## src/rtl/puf_response_voter.sv

```systemverilog
// Majority voter for an arbiter PUF: drives a challenge, waits to settle, then votes N_VOTES samples.
// Define PUF_VOTE_MASK_EN to add the per-bit Unstable (non-unanimous) output.
module puf_response_voter #(
    parameter int unsigned C_LENGTH      = 32,
    parameter int unsigned N_VOTES       = 7,
    parameter int unsigned SETTLE_CYCLES = 4
) (
    input  logic                Clk,
    input  logic                Rst_n,
    input  logic                In_valid,
    output logic                In_ready,
    input  logic [C_LENGTH-1:0] In_challenge,
    output logic [C_LENGTH-1:0] Puf_challenge,
    input  logic [C_LENGTH-1:0] Puf_response,
    output logic                Out_valid,
    input  logic                Out_ready,
    output logic [C_LENGTH-1:0] Out_response,
`ifdef PUF_VOTE_MASK_EN
    output logic [C_LENGTH-1:0] Unstable,
`endif
    output logic [C_LENGTH-1:0] Out_challenge
);

    localparam int unsigned CW = $clog2(N_VOTES + 1);
    localparam int unsigned SW = $clog2(SETTLE_CYCLES + 1);
    localparam logic [CW-1:0] HALF        = CW'(N_VOTES / 2);
    localparam logic [CW-1:0] LAST        = CW'(N_VOTES - 1);
    localparam logic [SW-1:0] SETTLE_LOAD = SW'(SETTLE_CYCLES - 1);
`ifdef PUF_VOTE_MASK_EN
    localparam logic [CW-1:0] FULL        = CW'(N_VOTES);
`endif

    typedef enum logic [1:0] {StIdle, StSettle, StSample, StDone} state_e;

    state_e              state_q;
    logic [SW-1:0]       settle_q;
    logic [CW-1:0]       sample_q;
    logic [CW-1:0]       cnt_q [C_LENGTH];
    logic [CW-1:0]       total [C_LENGTH];
    logic [C_LENGTH-1:0] vote;
`ifdef PUF_VOTE_MASK_EN
    logic [C_LENGTH-1:0] mixed;
`endif

    // Totals include the sample arriving this cycle so the last sample can be voted directly.
    always_comb begin
        for (int i = 0; i < int'(C_LENGTH); i++) begin
            total[i] = cnt_q[i] + CW'(Puf_response[i]);
            vote[i]  = total[i] > HALF;
`ifdef PUF_VOTE_MASK_EN
            mixed[i] = (total[i] != '0) && (total[i] != FULL);
`endif
        end
    end

    assign In_ready  = (state_q == StIdle);
    assign Out_valid = (state_q == StDone);

    always_ff @(posedge Clk) begin
        if (!Rst_n) begin
            state_q       <= StIdle;
            settle_q      <= '0;
            sample_q      <= '0;
            Puf_challenge <= '0;
            Out_challenge <= '0;
            Out_response  <= '0;
`ifdef PUF_VOTE_MASK_EN
            Unstable      <= '0;
`endif
            for (int i = 0; i < int'(C_LENGTH); i++) begin
                cnt_q[i] <= '0;
            end
        end else begin
            unique case (state_q)
                StIdle: begin
                    if (In_valid) begin
                        Puf_challenge <= In_challenge;
                        Out_challenge <= In_challenge;
                        settle_q      <= SETTLE_LOAD;
                        sample_q      <= '0;
                        for (int i = 0; i < int'(C_LENGTH); i++) begin
                            cnt_q[i] <= '0;
                        end
                        state_q <= StSettle;
                    end
                end
                StSettle: begin
                    if (settle_q == '0) begin
                        state_q <= StSample;
                    end else begin
                        settle_q <= settle_q - SW'(1);
                    end
                end
                StSample: begin
                    for (int i = 0; i < int'(C_LENGTH); i++) begin
                        cnt_q[i] <= total[i];
                    end
                    sample_q <= sample_q + CW'(1);
                    if (sample_q == LAST) begin
                        Out_response <= vote;
`ifdef PUF_VOTE_MASK_EN
                        Unstable     <= mixed;
`endif
                        state_q      <= StDone;
                    end
                end
                StDone: begin
                    if (Out_ready) begin
                        state_q <= StIdle;
                    end
                end
                default: state_q <= StIdle;
            endcase
        end
    end

endmodule
```

## config.mk

```make
export PLATFORM = sky130hd
export DESIGN_NAME = puf_response_voter
export DESIGN_NICKNAME = d
export VERILOG_FILES = /design/src/rtl/puf_response_voter.sv
export SDC_FILE = /design/constraint.sdc
export NUM_CORES = 1
export LEC_CHECK = 0
export BUFFER_PORTS_ARGS = -buffer_cell sky130_fd_sc_hd__buf_4
export CAP_MARGIN = 20
export CORE_AREA = 2 2 148 150
export CTS_BUF_LIST = sky130_fd_sc_hd__clkbuf_4 sky130_fd_sc_hd__clkbuf_8
export DETAILED_ROUTE_END_ITERATION = 6
export DIE_AREA = 0 0 150 152
export PLACE_DENSITY_LB_ADDON = 0.15
export SETUP_SLACK_MARGIN = 0.3
export SLEW_MARGIN = 5
export SYNTH_ARGS = -nofsm -noshare
export SYNTH_HDL_FRONTEND = slang
export SYNTH_SLANG_ARGS = --single-unit
```

## constraint.sdc

```tcl
create_clock -name Clk -period 2.7 [get_ports Clk]
set_input_delay 0.135 -clock Clk [delete_from_list [all_inputs] [get_ports Clk]]
set_output_delay 0.135 -clock Clk [all_outputs]
set_load 0.02 [all_outputs]
```

# ---- Yosys cells after proc, flatten, opt, wreduce, memory -nomap -nowiden
# Memory sizes are Yosys's and may differ from the RTL's.
# Cells that the tools add are included.
dict set report word_totals {
  elab_cells 236
  mem_count 1
  output_inout_bits 98
  inputBits 68
  reg_bits 72
  mem_bits_rw 96
}
dict set report classes {
  n_mux 82
  reduce_logical 9
  n_bitwise 64
  add_sub_neg 34
  order_cmp 32
  eq_ne 9
}
# memory words width rd rd_ports_with_merged_regs wr line_no
set mem_list {}
lappend mem_list {cnt_q 32 3 32 0 32 38} ;# logic [CW-1:0] cnt_q [C_LENGTH];
# operator n
set ops {}
lappend ops {{3-bit two-way mux} 67}
lappend ops {{3-bit by 1-bit adder with 3-bit output} 32}
lappend ops {{3-bit by 2-bit > comparator with 1-bit output (second input constant)} 32}
lappend ops {{1-bit bitwise OR} 64}
lappend ops {{3-bit case mux with 2 select lines} 2}
lappend ops {{1-bit two-way mux} 8}
lappend ops {{2-bit two-way mux} 4}
lappend ops {{2-bit != test (second input constant)} 4}
lappend ops {{2-bit case mux with 4 select lines} 1}
lappend ops {{2-bit AND reduction} 3}
lappend ops {{2-bit == test (second input constant)} 2}
lappend ops {{4-bit AND reduction} 1}
lappend ops {{2-bit nonzero test} 2}
lappend ops {{3-bit by 1-bit adder with 3-bit output (second input constant)} 1}
lappend ops {{3-bit == test (second input constant)} 1}
lappend ops {{3-bit logical NOT} 1}
lappend ops {{3-bit AND reduction} 1}
lappend ops {{3-bit by 1-bit subtractor with 3-bit output (second input constant)} 1}
lappend ops {{2-bit by 1-bit == test with 1-bit output (second input constant)} 1}
lappend ops {{2-bit logical NOT} 1}
lappend ops {{2-bit by 1-bit != test with 1-bit output (second input constant)} 1}

# ---- Depth between registers and ports, before layout
dict set report depth {
  word_depth 6
  ltp_mapped 7
  ltp_nobuf 6
}

# ---- Least setup slack after synthesis
# No wires, ideal clock.
dict set report synth_timing {
  path_kind {register to register}
  startpoint {register state_q[0]}
  endpoint {memory cnt_q[0][10] (netlist name) (enable)}
  arrival_time_ps 2171
  setup_ps 404
  stages_incl_launch_ff 6
  setup_slack_ps 125
  t_required_ps 2296
  n_path_buf 1
  synth_period_minus_slack_ps 2575
  path_cell_list {dfxtp_1 > inv_1 > ha_1 > and2_1 > clkbuf_1 > or3_1}
}
# item line_no
set synth_rtl {}
lappend synth_rtl {{start, declared} 35} ;# state_e state_q;
lappend synth_rtl {{start signal, assigned} 61} ;# state_q <= StIdle;
lappend synth_rtl {{start signal, assigned} 84} ;# state_q <= StSettle;
lappend synth_rtl {{start signal, assigned} 89} ;# state_q <= StSample;
lappend synth_rtl {{end, declared} 38}

==> summary.md <==
| Metric | Value |
|---|---|
| Outcome | finished, final reports clean |
| Die area | 0.0228 mm2 |
| Most used flip-flop cell after synthesis | sky130_fd_sc_hd__edfxtp_1 |
| Mean area per synthesized cell | between 10 and 15 um2 |
| Power per cell area | around 810 mW/mm2 |
| Number of different library cells in the post-synthesis netlist | 29 |
| DRT met1 WL | approximately 7.3 mm |
| Basic-gate share of the synthesized area counting and, or, nand and nor cells | 0.135 |
| Number of instances in the placed design | between 1000 and 1500 |
| Mapped Cells | ~650 |
| CTS buffer count | 17 |
| Area share of fa/ha/maj cells after synthesis | 0.122 |
| Setup WS post-layout | 463 ps |
| Synth Net Count | 795 |
| Sum of met3 wire segment lengths after detailed routing | 578 um |
| Number of enable-type register cells in the synthesized netlist | between 90 and 100 |
| Post-DR vias/cell | approximately 4.7 |
| Clock-pin slew on the worst setup and hold paths | 90 ps |
| Detailed-route wire length per cell | roughly 15 um |
| Largest net degree at the start of global routing | 68 |
| Startpoint of the worst setup timing path | state_q[0]$_SDFFE_PN0P_ |
| Final Total Pwr | about 7.7 mW |
| Nets | 950 |
| Fraction of post-synthesis cell area in the top cell type by area | 0.373 |
| Count of TritonRoute iterations in the first routing pass | 4 |
| Total Routing Usage GR | 0.148 |
| GP Congestion | between 0.7 and 0.8 |
| Worst endpoint data arrival time | about 2300 ps |
| Nature of the critical path startpoint | register |
| IO Port Bufs | roughly 170 |
| Max-Cap Viols | 0 |
| Compound-gate portion of the synthesized area | 0.0669 |
| Final Instance Count excl. Fillers | 1102 |
| Setup CP Type | register to register |
| Fin. max-slew vios | 0 |
| Mux contribution to synthesized area | 0.00401 |
| Share of the yosys chip area belonging to registers | 0.574 |
| Sink Count | about 170 |
| Total length of routed met2 wires | roughly 8.3 mm |
| CTS HTree Levels | 4 |
| Num rows | 54 |
| Fraction of final layout cells with drive strength greater than 1 | 0.259 |
| Library cell used as clock root buffer | sky130_fd_sc_hd__clkbuf_8 |
| Crit Reg-Reg Endpoint | cnt_q[1][41]$_SDFFCE_PN0P_ |
| Post CTS Setup Buffer Count | 0 |
| Endpoints failing hold | 0 |
| Worst Path Required | approximately 2800 ps |
| Top Metal Used | met4 |
| Vias in the first global route | approximately 5200 |
| Remaining antenna violation count | 0 |
| Actual slew at the worst max-slew pin | 964 ps |
| Clock latency at the later pin of the worst-skew pair | approximately 450 ps |
| Final routed wirelength across all metal layers | 16.4 mm |
| Logic depth of the worst register-to-register path | 4 |
| Number of top-level design ports | roughly 170 |
| Number of endpoints failing setup at the final stage | 0 |
| Number of buffers between clock root and the deepest sink | 2 |
| Endpoint of the worst setup timing path | cnt_q[1][41]$_SDFFCE_PN0P_ |
| Main area contributors after synthesis | sky130_fd_sc_hd__edfxtp_1, sky130_fd_sc_hd__dfxtp_1, sky130_fd_sc_hd__ha_1 |
| Cell type with the highest aggregate area in the netlist | sky130_fd_sc_hd__edfxtp_1 |
| Number of inserted filler cells in the final layout | about 2000 |
| Total Neg Setup Slack | 0 ps |
| Fmax achieved | around 450 MHz |
| Hold/Removal Path Class | primary input to register |
| Initial cell density of the core | 0.350 |
| HPWL reported at the end of detailed placement | around 11 mm |
| Setup slack, reg-to-reg | roughly 460 ps |
| Peak supply drop | 404 uV |
| Netlist area before placement | 0.00748 mm2 |
| Worst hold path startpoint | Puf_response[0] |
| Top cells by instance count after synthesis | sky130_fd_sc_hd__edfxtp_1, sky130_fd_sc_hd__dfxtp_1, sky130_fd_sc_hd__nand2_1, sky130_fd_sc_hd__ha_1, sky130_fd_sc_hd__nor2_1 |
| Unrepaired setup endpoints after global routing | no |
| Number of storage elements in the synthesis netlist | 168 |
| Share of the synthesized netlist area taken by xor and xnor gates | 0.0398 |
| Drt initial violations | between 200 and 250 |
| Endpoint class of the critical path | register |
| Final-layout worst hold slack | between 40 and 50 ps |
| Core area | 0.0214 mm2 |
| Launching point of the worst reg2reg path | state_q[0]$_SDFFE_PN0P_ |
| Proportion of register bits with asynchronous set or reset after synthesis | 0 |
| Slew margin rel. | 0.358 |
| Most common cell in the synthesized netlist | sky130_fd_sc_hd__edfxtp_1 |
| Via total after detailed routing | just over 5000 |
| Fin crit period | between 2000 and 2500 ps |
| Die Width | 150 um |
| Number of inserted diodes | 0 |
| Layout overhead on the synthesized area | 26.7% |
| Height of the die | around 150 um |
| Fin Clk Skew | roughly 11 ps |
| Number of antenna violations at the first check in global routing | 0 |
| TritonCTS clock tree | built |
| Global-route wire length before repair | 26.3 mm |
| Post-route clock period utilization | 0.828 |
| Main combinational cell family by area after synthesis | simple AND/OR/NAND/NOR gates |
| Static leakage power | approximately 4.2 nW |
| Top fanout value on the critical path | 42 |
| Number of warnings issued by yosys | 0 |
| Grt total ovfl | 0 |
| Pre-CTS setup slack | between 400 and 500 ps |
| Final routed DRC violation total | 0 |
## how the worst min path moves through the flow
stage | to | depth (start not counted) | slack, ps
after floorplan | Out_challenge[0]$_SDFFE_PN0P_ | 2 | 270
after global placement | Out_challenge[8]$_SDFFE_PN0P_ | 3 | 380
after detailed placement | Out_challenge[13]$_SDFFE_PN0P_ | 3 | 390
after CTS | cnt_q[0][0]$_SDFFE_PP0P_ | 4 | 10
after global routing | cnt_q[0][0]$_SDFFE_PP0P_ | 4 | 70
final | cnt_q[0][0]$_SDFFE_PP0P_ | 4 | 40
## sequential cells by signal, summed over array words and instances, names as in the netlist
name           cells
state_q            2
sample_q           3
cnt_q             96
settle_q           3
Out_challenge     32
Out_response      32
## layout make-up
cell class / instances / area [um2] / area share
multi-input combinational: 406 / 2760 / 0.291
clock inverter: 14 / 148 / 0.0156
inverter: 8 / 30.0 / 0.00317
clock buffer: 18 / 241 / 0.0255
tap: 280 / 350 / 0.0370
timing repair buffer: 208 / 1650 / 0.175
sequential: 168 / 4290 / 0.453
## layer usage
layer	up-vias	track usage
met5	-	0
met4	0	0.0615
met3	20	0.0297
met2	99	0.250
met1	2462	0.182
li1	2568	-
## cell families (layout without fill, tap and decap cells)
family,Yosys count,after routing
fa+ha+maj,73,73
xor+xnor,34,34
simple gates,218,218
compound gates,78,78
flops,168,168
buf+inv,80,248
mux,3,3
## critical path, cell delays in order, from the launching register on
cell                      delay (ps)
sky130_fd_sc_hd__dfxtp_1         390
sky130_fd_sc_hd__inv_1           110
sky130_fd_sc_hd__ha_1            290
sky130_fd_sc_hd__and2_1          190
sky130_fd_sc_hd__or3_2           840
## report_power, final
part,internal [mW],switching (mW),total (mW)
sequential,3.41,0.253,3.67
combinational,0.866,1.33,2.20
clock,0.842,0.951,1.79
## placed cells by master (no fill, tap or decap), drive strengths merged, types with 18 or more instances in the layout
cell / netlist / layout
a211oi: 33 / 33
a21oi: 36 / 36
and3: 63 / 63
buf: 44 / 176
clkbuf: 28 / 18
dfxtp: 75 / 75
dlygate4sd3: 0 / 32
edfxtp: 93 / 93
ha: 73 / 73
nand2: 74 / 74
nor2: 69 / 69
xnor2: 33 / 33
## repair_timing
item | CTS | global route
hold buffers | 32 | 0
gates resized for setup | 0 | 1
endpoints found under the setup margin | 0 | 14
endpoints found under the hold margin | 32 | 0
## metrics by stage
| stage | utilization | instance area (um2) |
|---|---|---|
| global route | 0.444 | 9480 |
| detailed placement | 0.411 | 8760 |
| CTS | 0.444 | 9470 |
| floorplan | - | 7480 |
| finish | 0.444 | 9480 |
| global placement | 0.411 | 8760 |
No activity file was read; power rests on OpenSTA's default activity.
